## src/rtl/score_ctrl.sv

```systemverilog
// -----------------------------------------------------------------------------
// score_ctrl
//
// Score controller for the 8x8 Flappy Bird game. Counts points as a 3-digit BCD
// score and runs the round protocol IDLE -> PLAY -> OVER. It also drives the
// three 7-segment displays, alternating between the live score and the session
// high score while the game is over.
//
// Build option:
//   SCORE_CTRL_HIGH_SCORE_EN - when defined, the design adds the best-score
//   register, the compare on game over, the phase timer and the score/best
//   display alternation. When it is not defined, new_best and show_best are
//   tied low, and OVER shows the frozen score continuously.
//
// Parameters:
//   SHOW_CYCLES - cycles each of score/best stays on the displays in OVER (>= 2)
//
// Ports:
//   clock      in   system clock, all logic on posedge
//   reset      in   asynchronous, active-high reset
//   score_in   in   point level; one point per rising transition
//   game_over  in   rising transition ends the round
//   start      in   rising transition starts/restarts a round
//   hex2/1/0   out  hundreds/tens/ones digit, active-low {g,f,e,d,c,b,a}
//   playing    out  high in PLAY
//   show_best  out  high while the displays show the best score
//   new_best   out  the last round set a new best
//   overflow   out  sticky: score wrapped past 999 this round
// -----------------------------------------------------------------------------
module score_ctrl #(
    parameter int SHOW_CYCLES = 25_000_000
) (
    input  logic       clock,
    input  logic       reset,
    input  logic       score_in,
    input  logic       game_over,
    input  logic       start,
    output logic [6:0] hex2,
    output logic [6:0] hex1,
    output logic [6:0] hex0,
    output logic       playing,
    output logic       show_best,
    output logic       new_best,
    output logic       overflow
);

    typedef enum logic [1:0] {
        ST_IDLE = 2'd0,
        ST_PLAY = 2'd1,
        ST_OVER = 2'd2
    } state_t;

    state_t      state_q, state_d;
    logic        score_in_q, game_over_q, start_q;
    logic [11:0] score_q, score_d;      // {hundreds, tens, ones} BCD
    logic        overflow_q, overflow_d;
    logic [6:0]  hex_q [3];
    logic [6:0]  hex_d [3];
    logic [11:0] disp_value;

    // Input event detection
    logic pt_ev, go_ev, st_ev;
    assign pt_ev = score_in  & ~score_in_q;
    assign go_ev = game_over & ~game_over_q;
    assign st_ev = start     & ~start_q;

    // BCD increment with carry ripple across digits, wrapping 999 -> 000
    function automatic logic [11:0] bcd_inc(input logic [11:0] v);
        logic [11:0] r;
        r = v;
        if (v[3:0] == 4'd9) begin
            r[3:0] = 4'd0;
            if (v[7:4] == 4'd9) begin
                r[7:4] = 4'd0;
                if (v[11:8] == 4'd9) r[11:8] = 4'd0;
                else                 r[11:8] = v[11:8] + 4'd1;
            end else begin
                r[7:4] = v[7:4] + 4'd1;
            end
        end else begin
            r[3:0] = v[3:0] + 4'd1;
        end
        return r;
    endfunction

    function automatic logic [6:0] seg7(input logic [3:0] d);
        logic [6:0] s;
        case (d)
            4'd0:    s = 7'b1000000;
            4'd1:    s = 7'b1111001;
            4'd2:    s = 7'b0100100;
            4'd3:    s = 7'b0110000;
            4'd4:    s = 7'b0011001;
            4'd5:    s = 7'b0010010;
            4'd6:    s = 7'b0000010;
            4'd7:    s = 7'b1111000;
            4'd8:    s = 7'b0000000;
            4'd9:    s = 7'b0010000;
            default: s = 7'b1111111;
        endcase
        return s;
    endfunction

    logic [11:0] score_inc;
    logic        score_wrap;
    assign score_inc  = bcd_inc(score_q);
    assign score_wrap = (score_q == 12'h999);

`ifdef SCORE_CTRL_HIGH_SCORE_EN
    localparam int TW = $clog2(SHOW_CYCLES);

    logic [11:0]   best_q, best_d;
    logic          new_best_q, new_best_d;
    logic          show_best_q, show_best_d;
    logic [TW-1:0] timer_q, timer_d;
`endif

    // Next-state / datapath logic
    always_comb begin
        state_d    = state_q;
        score_d    = score_q;
        overflow_d = overflow_q;
`ifdef SCORE_CTRL_HIGH_SCORE_EN
        best_d      = best_q;
        new_best_d  = new_best_q;
        show_best_d = show_best_q;
        timer_d     = timer_q;
`endif
        // start has the highest priority in every state; a restart also
        // suppresses any game_over compare in the same cycle.
        if (st_ev) begin
            state_d    = ST_PLAY;
            score_d    = 12'h000;
            overflow_d = 1'b0;
`ifdef SCORE_CTRL_HIGH_SCORE_EN
            show_best_d = 1'b0;
`endif
        end else begin
            case (state_q)
                ST_IDLE: begin
                    // points are ignored until a round starts
                end
                ST_PLAY: begin
                    if (pt_ev) begin
                        score_d = score_inc;
                        if (score_wrap) overflow_d = 1'b1;
                    end
                    if (go_ev) begin
                        state_d = ST_OVER;
`ifdef SCORE_CTRL_HIGH_SCORE_EN
                        // Compare uses the score including a same-cycle point.
                        // Valid BCD orders the same as plain binary.
                        show_best_d = 1'b0;
                        timer_d     = '0;
                        if (score_d > best_q) begin
                            best_d     = score_d;
                            new_best_d = 1'b1;
                        end else begin
                            new_best_d = 1'b0;
                        end
`endif
                    end
                end
                ST_OVER: begin
`ifdef SCORE_CTRL_HIGH_SCORE_EN
                    if (timer_q == TW'(SHOW_CYCLES - 1)) begin
                        timer_d     = '0;
                        show_best_d = ~show_best_q;
                    end else begin
                        timer_d = timer_q + 1'b1;
                    end
`endif
                end
                default: state_d = ST_IDLE;
            endcase
        end
    end

`ifdef SCORE_CTRL_HIGH_SCORE_EN
    assign disp_value = show_best_q ? best_q : score_q;
`else
    assign disp_value = score_q;
`endif

    // One segment decoder per displayed digit
    generate
        for (genvar gi = 0; gi < 3; gi++) begin : g_digit
            assign hex_d[gi] = seg7(disp_value[gi*4 +: 4]);
        end
    endgenerate

    always_ff @(posedge clock or posedge reset) begin
        if (reset) begin
            state_q     <= ST_IDLE;
            score_in_q  <= 1'b0;
            game_over_q <= 1'b0;
            start_q     <= 1'b0;
            score_q     <= 12'h000;
            overflow_q  <= 1'b0;
            for (int i = 0; i < 3; i++) hex_q[i] <= 7'b1000000;
        end else begin
            state_q     <= state_d;
            score_in_q  <= score_in;
            game_over_q <= game_over;
            start_q     <= start;
            score_q     <= score_d;
            overflow_q  <= overflow_d;
            for (int i = 0; i < 3; i++) hex_q[i] <= hex_d[i];
        end
    end

`ifdef SCORE_CTRL_HIGH_SCORE_EN
    always_ff @(posedge clock or posedge reset) begin
        if (reset) begin
            best_q      <= 12'h000;
            new_best_q  <= 1'b0;
            show_best_q <= 1'b0;
            timer_q     <= '0;
        end else begin
            best_q      <= best_d;
            new_best_q  <= new_best_d;
            show_best_q <= show_best_d;
            timer_q     <= timer_d;
        end
    end

    assign new_best  = new_best_q;
    assign show_best = show_best_q;
`else
    // Without the high-score logic the display period has no use.
    logic unused_cfg;
    assign unused_cfg = (SHOW_CYCLES >= 2);

    assign new_best  = 1'b0;
    assign show_best = 1'b0;
`endif

    assign hex0     = hex_q[0];
    assign hex1     = hex_q[1];
    assign hex2     = hex_q[2];
    assign playing  = (state_q == ST_PLAY);
    assign overflow = overflow_q;

endmodule

```

## config.mk

```make
export PLATFORM = sky130hd
export DESIGN_NAME = score_ctrl
export DESIGN_NICKNAME = d
export VERILOG_FILES = /design/src/rtl/score_ctrl.sv
export SDC_FILE = /design/constraint.sdc
export NUM_CORES = 1
export LEC_CHECK = 0
export BUFFER_PORTS_ARGS = -buffer_cell sky130_fd_sc_hd__buf_2
export CAP_MARGIN = 25
export CORE_UTILIZATION = 40
export DETAILED_ROUTE_END_ITERATION = 7
export RECOVER_POWER = 100
export SLEW_MARGIN = 25
export SYNTH_ARGS = -nofsm -noshare
export SYNTH_HDL_FRONTEND = slang
export SYNTH_SLANG_ARGS = --single-unit
```

## constraint.sdc

```tcl
create_clock -name clock -period 2.25 [get_ports clock]
set_clock_uncertainty 0.2 [all_clocks]
set_input_delay 0.45 -clock clock [delete_from_list [all_inputs] [get_ports clock]]
set_output_delay 0.45 -clock clock [all_outputs]
set_load 0.05 [all_outputs]
```

Word level (Yosys, flattened, before mapping)
Memories as Yosys holds them, arrays and structs flattened. A register that Yosys moved wholly into a read port is not among the register bits.
Cells that the tools add are included.
{"block": "totals", "memories": 3, "mem_bits_ro": 336, "ff_bits": 18, "word_cells": 55, "inputBits": 5}
{"block": "classes", "eq_ne": 8, "addsub": 3, "n_mux": 15, "reduce_logical": 12, "n_bitwise": 6}
{"memory": "(no name shown)", "words": 16, "width": 7, "rd": 1, "rd_ports_with_merged_regs": 1, "write_ports": 0, "line_no": "88", "text": "case (d)"}
{"memory": "(no name shown)", "words": 16, "width": 7, "rd": 1, "rd_ports_with_merged_regs": 1, "write_ports": 0, "line_no": "88"}
{"memory": "(no name shown)", "words": 16, "width": 7, "rd": 1, "rd_ports_with_merged_regs": 1, "write_ports": 0, "line_no": "88"}
{"cell": "12-bit two-way mux", "count": 3}
{"cell": "4-bit two-way mux", "count": 4}
{"cell": "4-bit by 1-bit adder with 4-bit output (second input constant)", "count": 3}
{"cell": "12-bit == test (second input constant)", "count": 1}
{"cell": "4-bit == test (second input constant)", "count": 3}
{"cell": "2-bit nonzero test", "count": 5}
{"cell": "8-bit two-way mux", "count": 1}
{"cell": "3-bit AND reduction", "count": 2}
{"cell": "1-bit two-way mux", "count": 4}
{"cell": "2-bit two-way mux", "count": 2}
{"cell": "2-bit case mux with 2 select lines", "count": 1}
{"cell": "2-bit AND reduction", "count": 2}
{"cell": "4-bit AND reduction", "count": 1}
{"cell": "1-bit AND", "count": 3}
{"cell": "3-bit by 1-bit inequality test with 1-bit output (second input constant)", "count": 1}
{"cell": "1-bit inverter", "count": 3}
{"cell": "2-bit by 1-bit == test with 1-bit output (second input constant)", "count": 1}
{"cell": "2-bit == test (second input constant)", "count": 1}
{"cell": "2-bit logical NOT", "count": 1}
{"cell": "2-bit by 1-bit inequality test with 1-bit output (second input constant)", "count": 1}
{"cell": "2-bit OR reduction", "count": 1}

Depth between registers and ports, before layout
Gate-level depths: netlist of run 1.
{"block": "depth", "ltp_word": 7, "ltp_mapped": 6, "depth_no_buf": 6}

Worst setup path after synthesis of run 1
No wires, ideal clock.
{"block": "synth_timing", "path_type": "register -> register", "from": "reg score_q[5], in the netlist disp_value[5]", "to": "reg score_q[11], in the netlist disp_value[11]", "path_stages_with_launch": 7, "arrival_ns": 1.787, "slack_ns": 0.167, "synth_period_minus_slack_ns": 2.083, "setup_ns": 0.095, "path_cell_list": "dfrtp_1 -> inv_1 -> ha_1 -> nand3b_4 -> or3_4 -> or4_1 -> o31ai_1"}
{"block": "synth_between", "elab_chain_len": 3}
{"item": "from (decl)", "line_no": "55", "text": "logic [11:0] score_q, score_d;"}
{"item": "from (signal assigned)", "line_no": "206", "text": "score_q <= score_d;"}
{"item": "4-bit == test", "line_no": "73", "text": "if (v[7:4] == 4'd9) begin"}
{"item": "2-bit nonzero test (no source line)"}
{"item": "4-bit AND reduction (no source line)"}
Every way passes these cells.
A chain may end at the register's enable or synchronous reset.

Worst setup path after layout of run 1
Same ends and word-level chain as after synthesis.

==> impl_results.md, run 1 <==
* Clock slew at reported path FFs at 0.07 ns
* Worst VDD drop at 382.2 uV
* Nets at 253
* Yosys top cell by area: dfrtp_1
* Post-Synthesis Cells at 201
* Storage cell area at 979.7 um2
* Tcrit/Tclk final at 0.9403
* Total of fill cells in the finished design at 451
* Post-synth EDFFs at 0
* Setup crit start: disp_value[5]$_DFFE_PP0P_
* I/O pin total at 30
* Clock network power share at 0.349
* Hold_sp: game_over
* Max-cap violations at 0
* Vias/cell at 5.038
* PnR Total Power at 1.461 mW
* Max_slew headroom at 0.3620
* PwrDens at 662.1 nW/um2
* Yosys warns at 0
* Final Util at 0.4900
* Vias in the first global route at 1390
* Final TNS setup at 0 ns
* Gr ovfl total at 0
* Worst-path maximum fanout at 6
* Final Hold Fails at 0
* Post-synthesis register bit count at 39
* Bufs and invs on worst path at 1
* # diodes at 0
* Post-synth top area share at 0.4639
* Worst EP required at 2.25 ns
* Sw Share at 0.2755
* Rows at 24
* PortBufs at 27
* Int Pwr at 1.059 mW
* Share of total power in combinational logic at 0.137
* Postcts setup bufs at 0
* Yosys cell types at 37
* Synth Area per Inst at 9.661 um2
* Footprint of the multi-input gates at 870.8 um2
* Outcome: finished, final reports clean
* Residual DRC count at 0
* CORE AREA at 4504 um2
* Slowest-stage cell, CP: or4_1
* CTS max path bufs at 2
* Post-route ant nets at 0
* Worst setup SP type: flop
* First-pass GRT wire length at 5975 um
* Die H at 71.68 um
* Die footprint at 5137 um2
* Clk_lat worst skew at 0.28 ns
* Psw at 0.4025 mW
* DR iter-0 viols at 107
* Crit path time final at 2.116 ns
* Layout cell share with drive strength beyond 1 at 0.09829
* Reg-to-reg setup timing slack at 0.13 ns
* Largest net degree at the start of global routing at 40
* Crit path cell chain: inv_1, ha_1, nand3b_4, or3_4, or4_1, o31ai_1
* Post-synthesis sequential area ratio at 0.5045
* Critical Path Max Stage Delay at 0.47 ns
* Clock root cell: clkbuf_8
* Worst-Margin Slew at 0.9570 ns
* Leak at 1.014 nW
* RSZ-0062 raised after global routing: false
* Synthesis-to-finish area growth at 13.66%
* Routed WL at 3374 um
* Placer Congestion at 0.8345
* Syn Std Cell Area at 1942 um2
* CTS tree: done
* Synth area leaders: dfrtp_1 46%, ha_1 9.7%, nand2_1 5.0%, a21oi_1 4.9%, dfstp_2 4.1%
* Cts hold-fix bufs at 0
* Crit-path leading delay family: simple AND/OR/NAND/NOR gates
* CP Class: flop to flop
* GRT Overall Usage at 0.1470
* Initial Util at 0.4311
* Avg WL per Cell at 11.80 um
* Critical R2R Launch: disp_value[5]$_DFFE_PP0P_
* DP HPWL at 2352 um
* Ys flop type: dfrtp_1
* Endpoints failing setup at 0
* Worst hold path class: primary input to flop
* Initial antenna violation count at 0
* Critical path arrival at 2.11 ns
* Max Slew Vio Count at 0
* Vias at 1441
* Drt pass-1 iters at 4
* H-Tree Depth at 2
* Asr flop ratio synth at 1.000
* CTS buffer count at 5
* CTS sink count at 39
* Endpoint class of the critical path: flop
* Seq pwr share at 0.514
* Die width at 71.68 um
* Achievable Freq at 0.4726 GHz
-- routing by layer --
| layer | vias to the layer above | GRT usage | wire length, um |
|---|---|---|---|
| met5 | - | 0 | 0 |
| met4 | 0 | 0.04575 | 45 |
| met3 | 5 | 0.03797 | 102 |
| met2 | 20 | 0.2442 | 1535 |
| met1 | 671 | 0.1884 | 1691 |
| li1 | 745 | - | - |
-- worst paths after layout --
kind / end / depth (start not counted)
hold reg to reg: overflow$_DFFE_PP0P_ / 2
setup reg to reg: disp_value[11]$_DFFE_PP0P_ / 6
setup / recovery: disp_value[11]$_DFFE_PP0P_ / 6
min in group asynchronous: hex2[2]$_DFF_PP0_ / 3
max in group asynchronous: disp_value[1]$_DFFE_PP0P_ / 3
hold / removal: game_over_q$_DFF_PP0_ / 1
-- cell usage in the layout, fill, tap and decap left out, types with 2 or more instances in the layout --
cell type	Yosys	layout
ha_1	15	15
a21oi_1	19	19
clkbuf_1	5	27
inv_2	3	2
nor2b_1	3	3
dfrtp_1	36	36
a311oi_1	2	2
nand2b_1	2	2
nand2_1	26	26
clkbuf_8	0	7
buf_2	1	2
conb_1	1	2
nor2_1	21	21
a31oi_1	6	6
buf_4	3	4
o21ai_0	12	16
o31ai_1	2	2
nand3_1	8	8
inv_1	10	11
dfstp_2	3	3
or2_0	3	3
-- stage by stage --
stage	setup slack [ns]	std cells	cell area [um2]	hold slack (ns)
2_1_floorplan	0.1674	202	1946	0.2814
3_3_place_gp	0.1849	278	2145	0.3095
3_5_place_dp	0.1555	278	2145	0.2986
4_1_cts	0.1398	286	2245	0.07066
5_1_grt	0.01360	286	2207	0.07678
6_report	0.1343	286	2207	0.07926
-- cell families after synthesis --
family          synth area share
simple gates              0.1920
flops                     0.5045
other cells             0.001931
mux                     0.005155
buf+inv                  0.04897
fa+ha+maj                0.09665
compound gates            0.1508
-- synth_stat cells (all sizes together), types with 3 or more instances --
library cell / count
buf: 4
nand2: 26
inv: 13
dfrtp: 36
dfstp: 3
clkbuf: 5
nor2: 21
a21oi: 19
o21ai: 16
a31oi: 6
ha: 15
nand3: 8
or2: 3
nor2b: 3
-- power by group through the flow --
stage | sequential (mW) | combinational, mW | clock [mW]
after CTS | 0.750 | 0.211 | 0.534
after global routing | 0.755 | 0.221 | 0.567
final | 0.751 | 0.201 | 0.510
after global placement | 0.763 | 0.210 | 0
after detailed placement | 0.763 | 0.210 | 0
after floorplan | 0.827 | 0.0995 | 0
-- timing repair --
| item | CTS | global route |
|---|---|---|
| resized for setup | 0 | 1 |
| endpoints found under the hold margin | 0 | 0 |
| setup endpoints to repair | 0 | 1 |
-- sequential cells by signal (all words and copies together), names as in the netlist --
name and count:
hex1 7, game_over_q 1, start_q 1, score_in_q 1, overflow 1, hex0 7
state_q 2, hex2 7, disp_value 12
-- area by class of cell --
| type | instances | share of cell area |
|---|---|---|
| multi-input cells | 141 | 0.3946 |
| clock buffers | 8 | 0.04535 |
| repair buffers | 33 | 0.06463 |
| flip-flops and latches | 39 | 0.4439 |
| inverters | 13 | 0.02211 |
| well taps | 52 | 0.02948 |
Power figures use the tool's default switching activity.
==> run 2: changes to the inputs <==
--- a/config.mk
+++ b/config.mk
@@ -9,6 +9,7 @@
 export CAP_MARGIN = 25
 export CORE_UTILIZATION = 40
 export DETAILED_ROUTE_END_ITERATION = 7
+export PLACE_DENSITY_LB_ADDON = 0.15
 export RECOVER_POWER = 100
 export SLEW_MARGIN = 25
 export SYNTH_ARGS = -nofsm -noshare
==> run 2 against run 1 <==
Via count increased by 0.90%. Final cell count rose by 0.35%. Hold slack improved by 0.0026 ns. Maximum frequency up 0.85%. Largest power group unchanged.
==> impl_results.md, run 2 (same netlist as run 1, synthesis figures left out) <==
* Rows at 24 (unchanged)
* Footprint of the multi-input gates at 870.8 um2 (unchanged)
* Sw Share at 0.2632 (-0.01225)
* Post-route ant nets at 0 (unchanged)
* Worst hold path class: primary input to flop
* CTS sink count at 39 (unchanged)
* Clock slew at reported path FFs at 0.07 ns (about the same)
* Crit path cell chain: inv_1, ha_1, nand3b_4, or3_4, or4_1, o31ai_1
* Max_slew headroom at 0.3779 (+0.01588)
* CP Class: flop to flop
* Clock root cell: clkbuf_8
* Vias at 1454 (+0.90%)
* RSZ-0062 raised after global routing: false
* Die width at 71.68 um (unchanged)
* Largest net degree at the start of global routing at 40 (unchanged)
* CORE AREA at 4504 um2 (unchanged)
* PwrDens at 693.2 nW/um2 (+4.7%)
* Vias/cell at 5.066 (+0.55%)
* Initial antenna violation count at 0 (unchanged)
* Worst VDD drop at 433.5 uV (+13%)
* Max-cap violations at 0 (unchanged)
* I/O pin total at 30 (unchanged)
* PnR Total Power at 1.545 mW (+5.7%)
* Final Hold Fails at 0 (unchanged)
* Crit path time final at 2.098 ns (-0.01781 ns)
* Initial Util at 0.4311 (unchanged)
* Psw at 0.4066 mW (+1.0%)
* Final TNS setup at 0 ns (unchanged)
* H-Tree Depth at 2 (unchanged)
* Reg-to-reg setup timing slack at 0.15 ns (+0.02 ns)
* # diodes at 0 (unchanged)
* Die footprint at 5137 um2 (unchanged)
* Postcts setup bufs at 0 (unchanged)
* Worst-Margin Slew at 0.9332 ns (-0.02383 ns)
* Avg WL per Cell at 12.21 um (+3.5%)
* Synthesis-to-finish area growth at 14.76%
* Cts hold-fix bufs at 0 (unchanged)
* Endpoints failing setup at 0 (unchanged)
* Die H at 71.68 um (unchanged)
* Routed WL at 3503 um (+3.8%)
* Endpoint class of the critical path: flop
* PostCTS Resize Cnt at 0 (unchanged)
* Achievable Freq at 0.4767 GHz (+0.85%)
* Clock network power share at 0.383 (+0.034)
* Commonest non-fill, non-tap cell in the layout: dfrtp_1
* GRT Overall Usage at 0.1597 (+0.01273)
* DR iter-0 viols at 52 (-51%)
* Clk_lat worst skew at 0.29 ns (about the same)
* Vias in the first global route at 1421 (+2.2%)
* Worst setup SP type: flop
* Worst EP required at 2.25 ns (about the same)
* Residual DRC count at 0 (unchanged)
* Critical Path Max Stage Delay at 0.47 ns (about the same)
* Int Pwr at 1.138 mW (+7.5%)
* Critical path arrival at 2.10 ns (about the same)
* DP HPWL at 2445 um (+4.0%)
* Slowest-stage cell, CP: or4_1
* PortBufs at 27 (unchanged)
* Final Util at 0.4947 (+0.004722)
* Max reg flops at 12 (unchanged)
* Tcrit/Tclk final at 0.9324 (-0.007916)
* Storage cell area at 979.7 um2 (unchanged)
* Gr ovfl total at 0 (unchanged)
* Outcome: finished, final reports clean
* Drt pass-1 iters at 4 (unchanged)
* Worst-path maximum fanout at 6 (unchanged)
* Total of fill cells in the finished design at 438 (-2.9%)
* Layout cell share with drive strength beyond 1 at 0.09787 (-0.0004183)
* Placer Congestion at 0.7840 (-6.1%)
* Nets at 254 (+0.40%)
* Seq pwr share at 0.485 (-0.029)
* Hold_ws at 0.08182 ns (+0.002561 ns)
* CTS max path bufs at 2 (unchanged)
* Commonest cells after routing, fill and taps aside: 36 x dfrtp_1, 27 x clkbuf_1, 26 x nand2_1
* CTS tree: done
* CTS buffer count at 5 (unchanged)
* Leak at 1.024 nW (+1.0%)
* Max Slew Vio Count at 0 (unchanged)
* Share of total power in combinational logic at 0.132 (-0.005)
* First-pass GRT wire length at 6423 um (+7.5%)
[run 2: changes by cell type in the layout (fill, tap and decap cells not counted)]
cell	before	now
inv_2	2	1
clkbuf_8	7	6
clkinv_2	0	1
inv_1	11	12
bufinv_16	0	1
[run 2: layout make-up]
cell class / count / share of cell area
flip-flops and latches: 39 / 0.4396
multi-input cells: 141 / 0.3908
repair buffers: 34 / 0.06569
clock buffers: 6 / 0.03706
well taps: 52 / 0.02920
inverters: 13 / 0.02190
clock inverters: 2 / 0.01572
[run 2: path summary, 6_finish.rpt]
kind,startpoint,endpoint,cells after the start
max,disp_value[5]$_DFFE_PP0P_,disp_value[11]$_DFFE_PP0P_,6
min,game_over,game_over_q$_DFF_PP0_,1
max reg2reg,disp_value[5]$_DFFE_PP0P_,disp_value[11]$_DFFE_PP0P_,6
min reg2reg,overflow$_DFFE_PP0P_,overflow$_DFFE_PP0P_,2
max in group asynchronous,reset,disp_value[3]$_DFFE_PP0P_,3
min in group asynchronous,reset,hex1[4]$_DFF_PP0_,3
[run 2: critical path, delay by kind of cell, from the launching register on]
family / cells / cell delay [ns]
buffers and inverters: 1 / 0.13
AOI/OAI and AO/OA: 1 / 0.07
and+or+nand+nor: 3 / 1.00
adders and majority gates: 1 / 0.23
DFF: 1 / 0.38
[run 2: stage by stage]
stage | std cells | setup WS (ns) | cell area [um2]
final | 287 | 0.1521 | 2228
after global routing | 287 | 0.005613 | 2228
after CTS | 287 | 0.1316 | 2270
after detailed placement | 279 | 0.1384 | 2152
after global placement | 279 | 0.1872 | 2152
after floorplan | 202 | 0.1674 | 1946
[run 2: layer usage]
metal / GRT usage / vias to the layer above / routed length, um
li1: - / 746 / -
met1: 0.2166 / 671 / 1781
met2: 0.2453 / 30 / 1541
met3: 0.03094 / 7 / 106
met4: 0.07843 / 0 / 74
met5: 0 / - / 0
[run 2: power by group through the flow]
stage                     clock network [mW]  registers, mW  logic (mW)
after floorplan                            0          0.827      0.0995
after global placement                     0          0.762       0.216
after detailed placement                   0          0.761       0.217
after CTS                              0.612          0.748       0.217
after global routing                   0.646          0.753       0.224
final                                  0.592          0.749       0.204
